<file path="src/rtl/mem_scan_pkg.sv">
// Shared state encoding and default sizing for the memory scan controller.
package mem_scan_pkg;

  localparam int unsigned LENGTH_DEF = 16;
  localparam int unsigned RD_LAT_DEF = 1;
  localparam int unsigned DATA_W_DEF = 8;

  typedef enum logic [2:0] {
    S_IDLE,
    S_READ,
    S_WAIT,
    S_PRESENT,
    S_DONE
  } scan_state_e;

endpackage

</file>
<file path="src/rtl/scan_addr_counter.sv">
// Scan address register: clear has priority, increments saturate at the last word.
module scan_addr_counter #(
  parameter  int unsigned LENGTH = 16,
  localparam int unsigned ADDR_W = $clog2(LENGTH)
) (
  input  logic              clk,
  input  logic              rst,
  input  logic              clr,
  input  logic              en,
  output logic [ADDR_W-1:0] addr,
  output logic              last
);

  localparam logic [ADDR_W-1:0] LAST_ADDR = ADDR_W'(LENGTH - 1);

  logic [ADDR_W-1:0] addr_q, addr_d;

  assign last = (addr_q == LAST_ADDR);
  assign addr = addr_q;

  // NOTE: the hold value is assigned first so every path drives addr_d and no latch is inferred.
  always_comb begin
    addr_d = addr_q;
    if (clr) begin
      addr_d = '0;
    end else if (en && !last) begin
      addr_d = addr_q + ADDR_W'(1);
    end
  end

  // NOTE: state registers use non-blocking assignments so every flop samples pre-edge values.
  always_ff @(posedge clk or posedge rst) begin
    if (rst) begin
      addr_q <= '0;
    end else begin
      addr_q <= addr_d;
    end
  end

endmodule

</file>
<file path="src/rtl/mem_scan_ctrl.sv">
// Sequential memory scan: read, wait RD_LAT cycles, present each word downstream.
// Define MEM_SCAN_ABORT_EN to add an abort input that drops any scan back to IDLE.
module mem_scan_ctrl
  import mem_scan_pkg::*;
#(
  parameter  int unsigned LENGTH = LENGTH_DEF,
  parameter  int unsigned RD_LAT = RD_LAT_DEF,
  parameter  int unsigned DATA_W = DATA_W_DEF,
  localparam int unsigned ADDR_W = $clog2(LENGTH)
) (
  input  logic              clk,
  input  logic              rst,
  input  logic              start,
`ifdef MEM_SCAN_ABORT_EN
  input  logic              abort,
`endif
  output logic              busy,
  output logic              done,
  output logic [ADDR_W-1:0] mem_addr,
  output logic              mem_rd,
  input  logic [DATA_W-1:0] mem_rdata,
  output logic [DATA_W-1:0] out_data,
  output logic              out_valid,
  input  logic              out_ready
);

  localparam int unsigned      CNT_W    = $clog2(RD_LAT + 1);
  localparam logic [CNT_W-1:0] LAT_LOAD = CNT_W'(RD_LAT);

  scan_state_e       state_q, state_d;
  logic [CNT_W-1:0]  lat_cnt_q, lat_cnt_d;
  logic [DATA_W-1:0] out_data_q, out_data_d;
  logic              addr_clr, addr_en, addr_last, abort_req;

`ifdef MEM_SCAN_ABORT_EN
  assign abort_req = abort && (state_q != S_IDLE);
`else
  assign abort_req = 1'b0;
`endif

  scan_addr_counter #(.LENGTH(LENGTH)) u_addr (
    .clk  (clk),
    .rst  (rst),
    .clr  (addr_clr),
    .en   (addr_en),
    .addr (mem_addr),
    .last (addr_last)
  );

  always_comb begin
    state_d    = state_q;
    lat_cnt_d  = lat_cnt_q;
    out_data_d = out_data_q;
    addr_clr   = 1'b0;
    addr_en    = 1'b0;
    unique case (state_q)
      S_IDLE: begin
        if (start) state_d = S_READ;
      end
      S_READ: begin
        lat_cnt_d = LAT_LOAD;
        state_d   = S_WAIT;
      end
      S_WAIT: begin
        // Count down from RD_LAT; the final WAIT cycle is where read data is valid.
        if (lat_cnt_q == CNT_W'(1)) begin
          out_data_d = mem_rdata;
          lat_cnt_d  = '0;
          state_d    = S_PRESENT;
        end else begin
          lat_cnt_d = lat_cnt_q - CNT_W'(1);
        end
      end
      S_PRESENT: begin
        if (out_ready) begin
          if (addr_last) begin
            state_d = S_DONE;
          end else begin
            addr_en = 1'b1;
            state_d = S_READ;
          end
        end
      end
      S_DONE: begin
        addr_clr = 1'b1;
        state_d  = S_IDLE;
      end
      default: state_d = S_IDLE;
    endcase
    // Abort overrides any handshake taken in the same cycle.
    if (abort_req) begin
      state_d   = S_IDLE;
      addr_clr  = 1'b1;
      addr_en   = 1'b0;
      lat_cnt_d = '0;
    end
  end

  always_ff @(posedge clk or posedge rst) begin
    if (rst) begin
      state_q    <= S_IDLE;
      lat_cnt_q  <= '0;
      out_data_q <= '0;
    end else begin
      state_q    <= state_d;
      lat_cnt_q  <= lat_cnt_d;
      out_data_q <= out_data_d;
    end
  end

  assign busy      = (state_q != S_IDLE);
  assign mem_rd    = (state_q == S_READ);
  assign out_valid = (state_q == S_PRESENT);
  assign done      = (state_q == S_DONE);
  assign out_data  = out_data_q;

endmodule

</file>
<file path="config.mk">
export PLATFORM = sky130hd
export DESIGN_NAME = mem_scan_ctrl
export DESIGN_NICKNAME = d
export VERILOG_FILES = /design/src/rtl/mem_scan_pkg.sv /design/src/rtl/scan_addr_counter.sv /design/src/rtl/mem_scan_ctrl.sv
export SDC_FILE = /design/constraint.sdc
export NUM_CORES = 1
export LEC_CHECK = 0
export ABC_AREA = 1
export CAP_MARGIN = 20
export CORE_UTILIZATION = 43
export DETAILED_ROUTE_END_ITERATION = 12
export PLACE_DENSITY = 0.87
export SKIP_CTS_REPAIR_TIMING = 1
export SYNTH_ARGS = -nofsm -noshare
export SYNTH_HDL_FRONTEND = slang
export SYNTH_SLANG_ARGS = --single-unit
</file>
<file path="constraint.sdc">
create_clock -name clk -period 3 [get_ports clk]
set_input_delay 0.75 -clock clk [delete_from_list [all_inputs] [get_ports clk]]
set_output_delay 0.75 -clock clk [all_outputs]
set_load 0.05 [all_outputs]
</file>
After elaboration in Yosys (flattened, before gate mapping)
Cells that the tools add are included.
{ "totals": {"reg_bits": 16, "word_cells": 35, "out_inout_bits": 16, "inputBits": 12} }
{ "op_classes": {"n_mux": 13, "add_sub_neg": 2, "reduce_logical": 8, "n_eq_ne": 8} }
{ "ops": {"columns": ["cell", "count"], "rows": [
  ["3-bit two-way mux", 4],
  ["3-bit case mux with 4 select lines", 1],
  ["4-bit two-way mux", 2],
  ["3-bit by 2-bit == test with 1-bit output, second input constant", 2],
  ["1-bit two-way mux", 5],
  ["4-bit by 1-bit adder with 4-bit output, second input constant", 1],
  ["4-bit == test, second input constant", 1],
  ["2-bit inequality test, second input constant", 2],
  ["2-bit nonzero test", 2],
  ["3-bit by 1-bit == test with 1-bit output, second input constant", 1],
  ["3-bit == test, second input constant", 1],
  ["3-bit logical NOT", 1],
  ["3-bit AND reduction", 1],
  ["3-bit nonzero test", 1],
  ["2-bit by 1-bit inequality test with 1-bit output, second input constant", 1],
  ["1-bit case mux with 2 select lines", 1],
  ["2-bit AND reduction", 1],
  ["1-bit logical AND", 1],
  ["1-bit logical NOT", 1],
  ["1-bit subtractor, second input constant", 1]
]} }

Longest topological paths before layout
{ "depth": {"depth_word": 7, "mapped_depth": 7, "mapped_depth_nobuf": 7} }

By module
From an unflattened synthesis, not the netlist that was laid out.
{ "unflattened": {"cells_unflattened": 100, "hier_area_um2": 845.8} }
{ "by_module_without_submodules": {"columns": ["mod", "cells_per_inst", "seq_area_each_um2", "instances", "area_each_um2"], "rows": [
  ["mem_scan_ctrl", 70, 300.3, 1, 616.8],
  ["scan_addr_counter", 30, 100.1, 1, 229.0]
]} }

Least setup slack after synthesis
OpenSTA, ideal clock, no wires.
{ "synth_timing": {"path_type": "register to output", "from": "register state_q[1]", "to": "output done", "n_path_buf": 0, "required_time_ns": 2.250, "arrival_ns": 1.032, "slack_ns": 1.218, "path_stages_with_launch": 4, "cell_sequence": "dfrtp_1 > nor2_1 > nand2_1 > inv_1"} }
{ "synth_between": {"elab_chain_len": 1} }
{ "synth_lines": {"columns": ["element", "line", "source"], "rows": [
  ["from (decl)", "mem_scan_ctrl.sv:30", "scan_state_e state_q, state_d;"],
  ["from (signal assigned)", "mem_scan_ctrl.sv:105", "state_q <= state_d;"],
  ["3-bit == test", "mem_scan_ctrl.sv:114", "assign done = (state_q == S_DONE);"],
  ["to (decl)", "mem_scan_ctrl.sv:18", "output logic done,"]
]} }
No other way between the ends.

Worst setup path after layout
{ "layout_timing": {"from": "register state_q[0]", "to": "output done"} }
The elaborated chain is that of the path after synthesis.

==> impl_metrics.env <==
export IMPL_grt_use_total=0.207
export IMPL_num_nets_final=143
export IMPL_p_per_area_mw_per_mm2=1270
export IMPL_synth_compound_area_share=0.0285
export IMPL_grt_pass1_vias=708
export IMPL_cts_tree="done"
export IMPL_status="completed"
export IMPL_slew_limit_headroom=0.592
export IMPL_synth_simple_gate_area_frac=0.366
export IMPL_ant_nets=0
export IMPL_hpwl_um=1330
export IMPL_die_h_um=44.9
export IMPL_dr_pass1_iters=4
export IMPL_area_growth_synth_to_final_pct=42.7
export IMPL_htreeDepth=1
export IMPL_clock_latency_ps=290
export IMPL_combPwrFrac=0.622
export IMPL_critPathLaunchType="register"
export IMPL_p_int_mw=0.677
export IMPL_insertedDiodeCount=0
export IMPL_drt_total_wl_um=1720
export IMPL_io_buffers=27
export IMPL_slew_violations=0
export IMPL_wl_per_cell_um=11.1
export IMPL_rows=15
export IMPL_cp_max_fo=7
export IMPL_postPlaceCellArea_mm2=0.00109
export IMPL_vias=715
export IMPL_yosysSeqAreaShare=0.506
export IMPL_ys_ff_latch=16
export IMPL_worstSetupPathType="register to output port"
export IMPL_yosys_area_share_xor_xnor=0.0111
export IMPL_rsz0062_at_grt="no"
export IMPL_finalInstanceArea_mm2=0.00113
export IMPL_period_needed_ps=2750
export IMPL_synth_top_family_by_area="simple AND/OR/NAND/NOR gates"
export IMPL_setup_viol_count_final=0
export IMPL_final_hold_viol_count=0
export IMPL_ys_types=20
export IMPL_antenna_found_initial=0
export IMPL_synth_adder_area_share=0.0158
export IMPL_cp_data_required_time_ps=2250
export IMPL_final_core_util=0.654
export IMPL_tns_ps=0
export IMPL_p_seq_frac=0.276
export IMPL_min_path_type="register to register"
export IMPL_grt_max_degree=17
export IMPL_cts_root_buf="clkbuf_4"
export IMPL_drt_iter0_drc=11
export IMPL_clk_pin_slew_ps=100
export IMPL_cts_sinks=16
export IMPL_syn_area_per_cell_um2=8.07
export IMPL_maxCapViolations=0
export IMPL_syn_cell_area_um2=791
export IMPL_syn_nets=111
export IMPL_routabilityCongestion=0.749
export IMPL_power_frac_clock=0.102
export IMPL_finClkSkew_ps=8.54
export IMPL_final_cell_mix="nand2_1 (39), clkdlybuf4s50_1 (27), dfrtp_1 (16)"
export IMPL_fp_dieW_um=44.9
export IMPL_synth_cells=98
export IMPL_yosysWarningCount=0
export IMPL_cts_buffers=3
export IMPL_worst_pin_slew_ps=611
export IMPL_rrSetupSlack_ps=1600
export IMPL_grt_first_pass_wirelength_um=2900
export IMPL_die_area_mm2=0.00201
export IMPL_layout_commonest_cell="nand2_1"
export IMPL_viasPerCell=4.64
export IMPL_fmaxAchievable_mhz=364
export IMPL_switchingPower_mw=0.752
export IMPL_grt_overflow_total=0
export IMPL_ios=28
export IMPL_netSwitchingFraction=0.526
export IMPL_synth_area_mux_share=0
export IMPL_peakVddDrop_v=0.000611
export IMPL_drcViolationCount=0
export IMPL_end_kind="output port"
export IMPL_core_area_mm2=0.00173
export IMPL_fin_crit_sh=0.917
export IMPL_p_leak_nw=0.589
export IMPL_clockBufferDepth=2
export IMPL_drive_gt1_frac=0.109
export IMPL_arrival_ps=2000
export IMPL_initial_core_util=0.458
==> final cells by class <==
| class | instances | area [um2] |
|---|---|---|
| inverters | 15 | 57.6 |
| well taps | 25 | 31.3 |
| clock buffers | 4 | 36.3 |
| multi-input cells | 67 | 333 |
| flip-flops and latches | 16 | 400 |
| fillers | 154 | 598 |
| repair buffers | 27 | 270 |
==> registers in the layout, indices dropped and copies added (netlist names) <==
register	count
lat_cnt_q	1
u_addr.addr	4
out_data	8
state_q	3
==> worst max-delay path, cell delays in order (launching register included) <==
cell             delay, ps
dfrtp_1                440
nor2_1                 180
nand2_1                190
inv_1                   90
clkdlybuf4s50_1        800
==> Yosys cell counts <==
cell type | number | area [um2]
xor2_1 | 1 | 8.76
nor3_1 | 1 | 5.00
nor2_1 | 2 | 7.51
nand2_1 | 39 | 146
nor2_8 | 1 | 20.0
clkinv_2 | 1 | 5.00
nand3_2 | 1 | 10.0
o21bai_1 | 1 | 7.51
inv_1 | 12 | 45.0
a21oi_1 | 2 | 10.0
o21ai_0 | 1 | 5.00
nand3_1 | 10 | 50.1
nand3b_1 | 1 | 7.51
nand2_2 | 2 | 12.5
inv_2 | 2 | 7.51
dfrtp_1 | 16 | 400
nor2_4 | 1 | 11.3
ha_1 | 1 | 12.5
nand4_1 | 1 | 6.26
nor2_2 | 2 | 12.5
==> through the flow <==
stage                     hold WS (ps)  power (mW)  instances  setup slack, ps
after detailed placement           461        1.29        150              600
after global placement             454        1.26        150              646
final                              481        1.43        154              250
after CTS                          489        1.44        154              269
after global routing               508        1.52        154              112
after floorplan                    576        1.01         98             1220
==> power groups by stage <==
stage	Sequential, mW	Combinational (mW)	Clock (mW)
finish	0.395	0.888	0.146
detailed placement	0.397	0.894	0
global placement	0.392	0.871	0
floorplan	0.651	0.361	0
CTS	0.395	0.897	0.148
global route	0.411	0.956	0.155
==> cells by family after synthesis <==
kind of cell | count (synthesis)
XOR/XNOR | 1
flip-flops | 16
AND/OR/NAND/NOR | 61
adder cells (fa/ha/maj) | 1
buffers and inverters | 15
AO/OA/AOI/OAI | 4
==> per-layer routing <==
metal / global-route usage / wire, um / up-vias / part of all wire
met2: 0.350 / 863 / 23 / 0.50
met1: 0.244 / 733 / 324 / 0.43
met3: 0.0440 / 81 / 4 / 0.047
li1: - / - / 364 / -
met5: 0 / 0 / - / 0
met4: 0.115 / 37 / 0 / 0.022
==> worst paths after layout <==
kind | from | endpoint | cells past startpoint
worst max-delay path | state_q[0] | done | 4
worst min-delay path | out_data[1] | out_data[1] | 2
worst max register to register | u_addr.addr[0] | u_addr.addr[0] | 5
worst min register to register | out_data[1] | out_data[1] | 2
max in group asynchronous | rst | out_data[4] | 2
min in group asynchronous | rst | u_addr.addr[0] | 2
(Power assumes the default switching activity.)
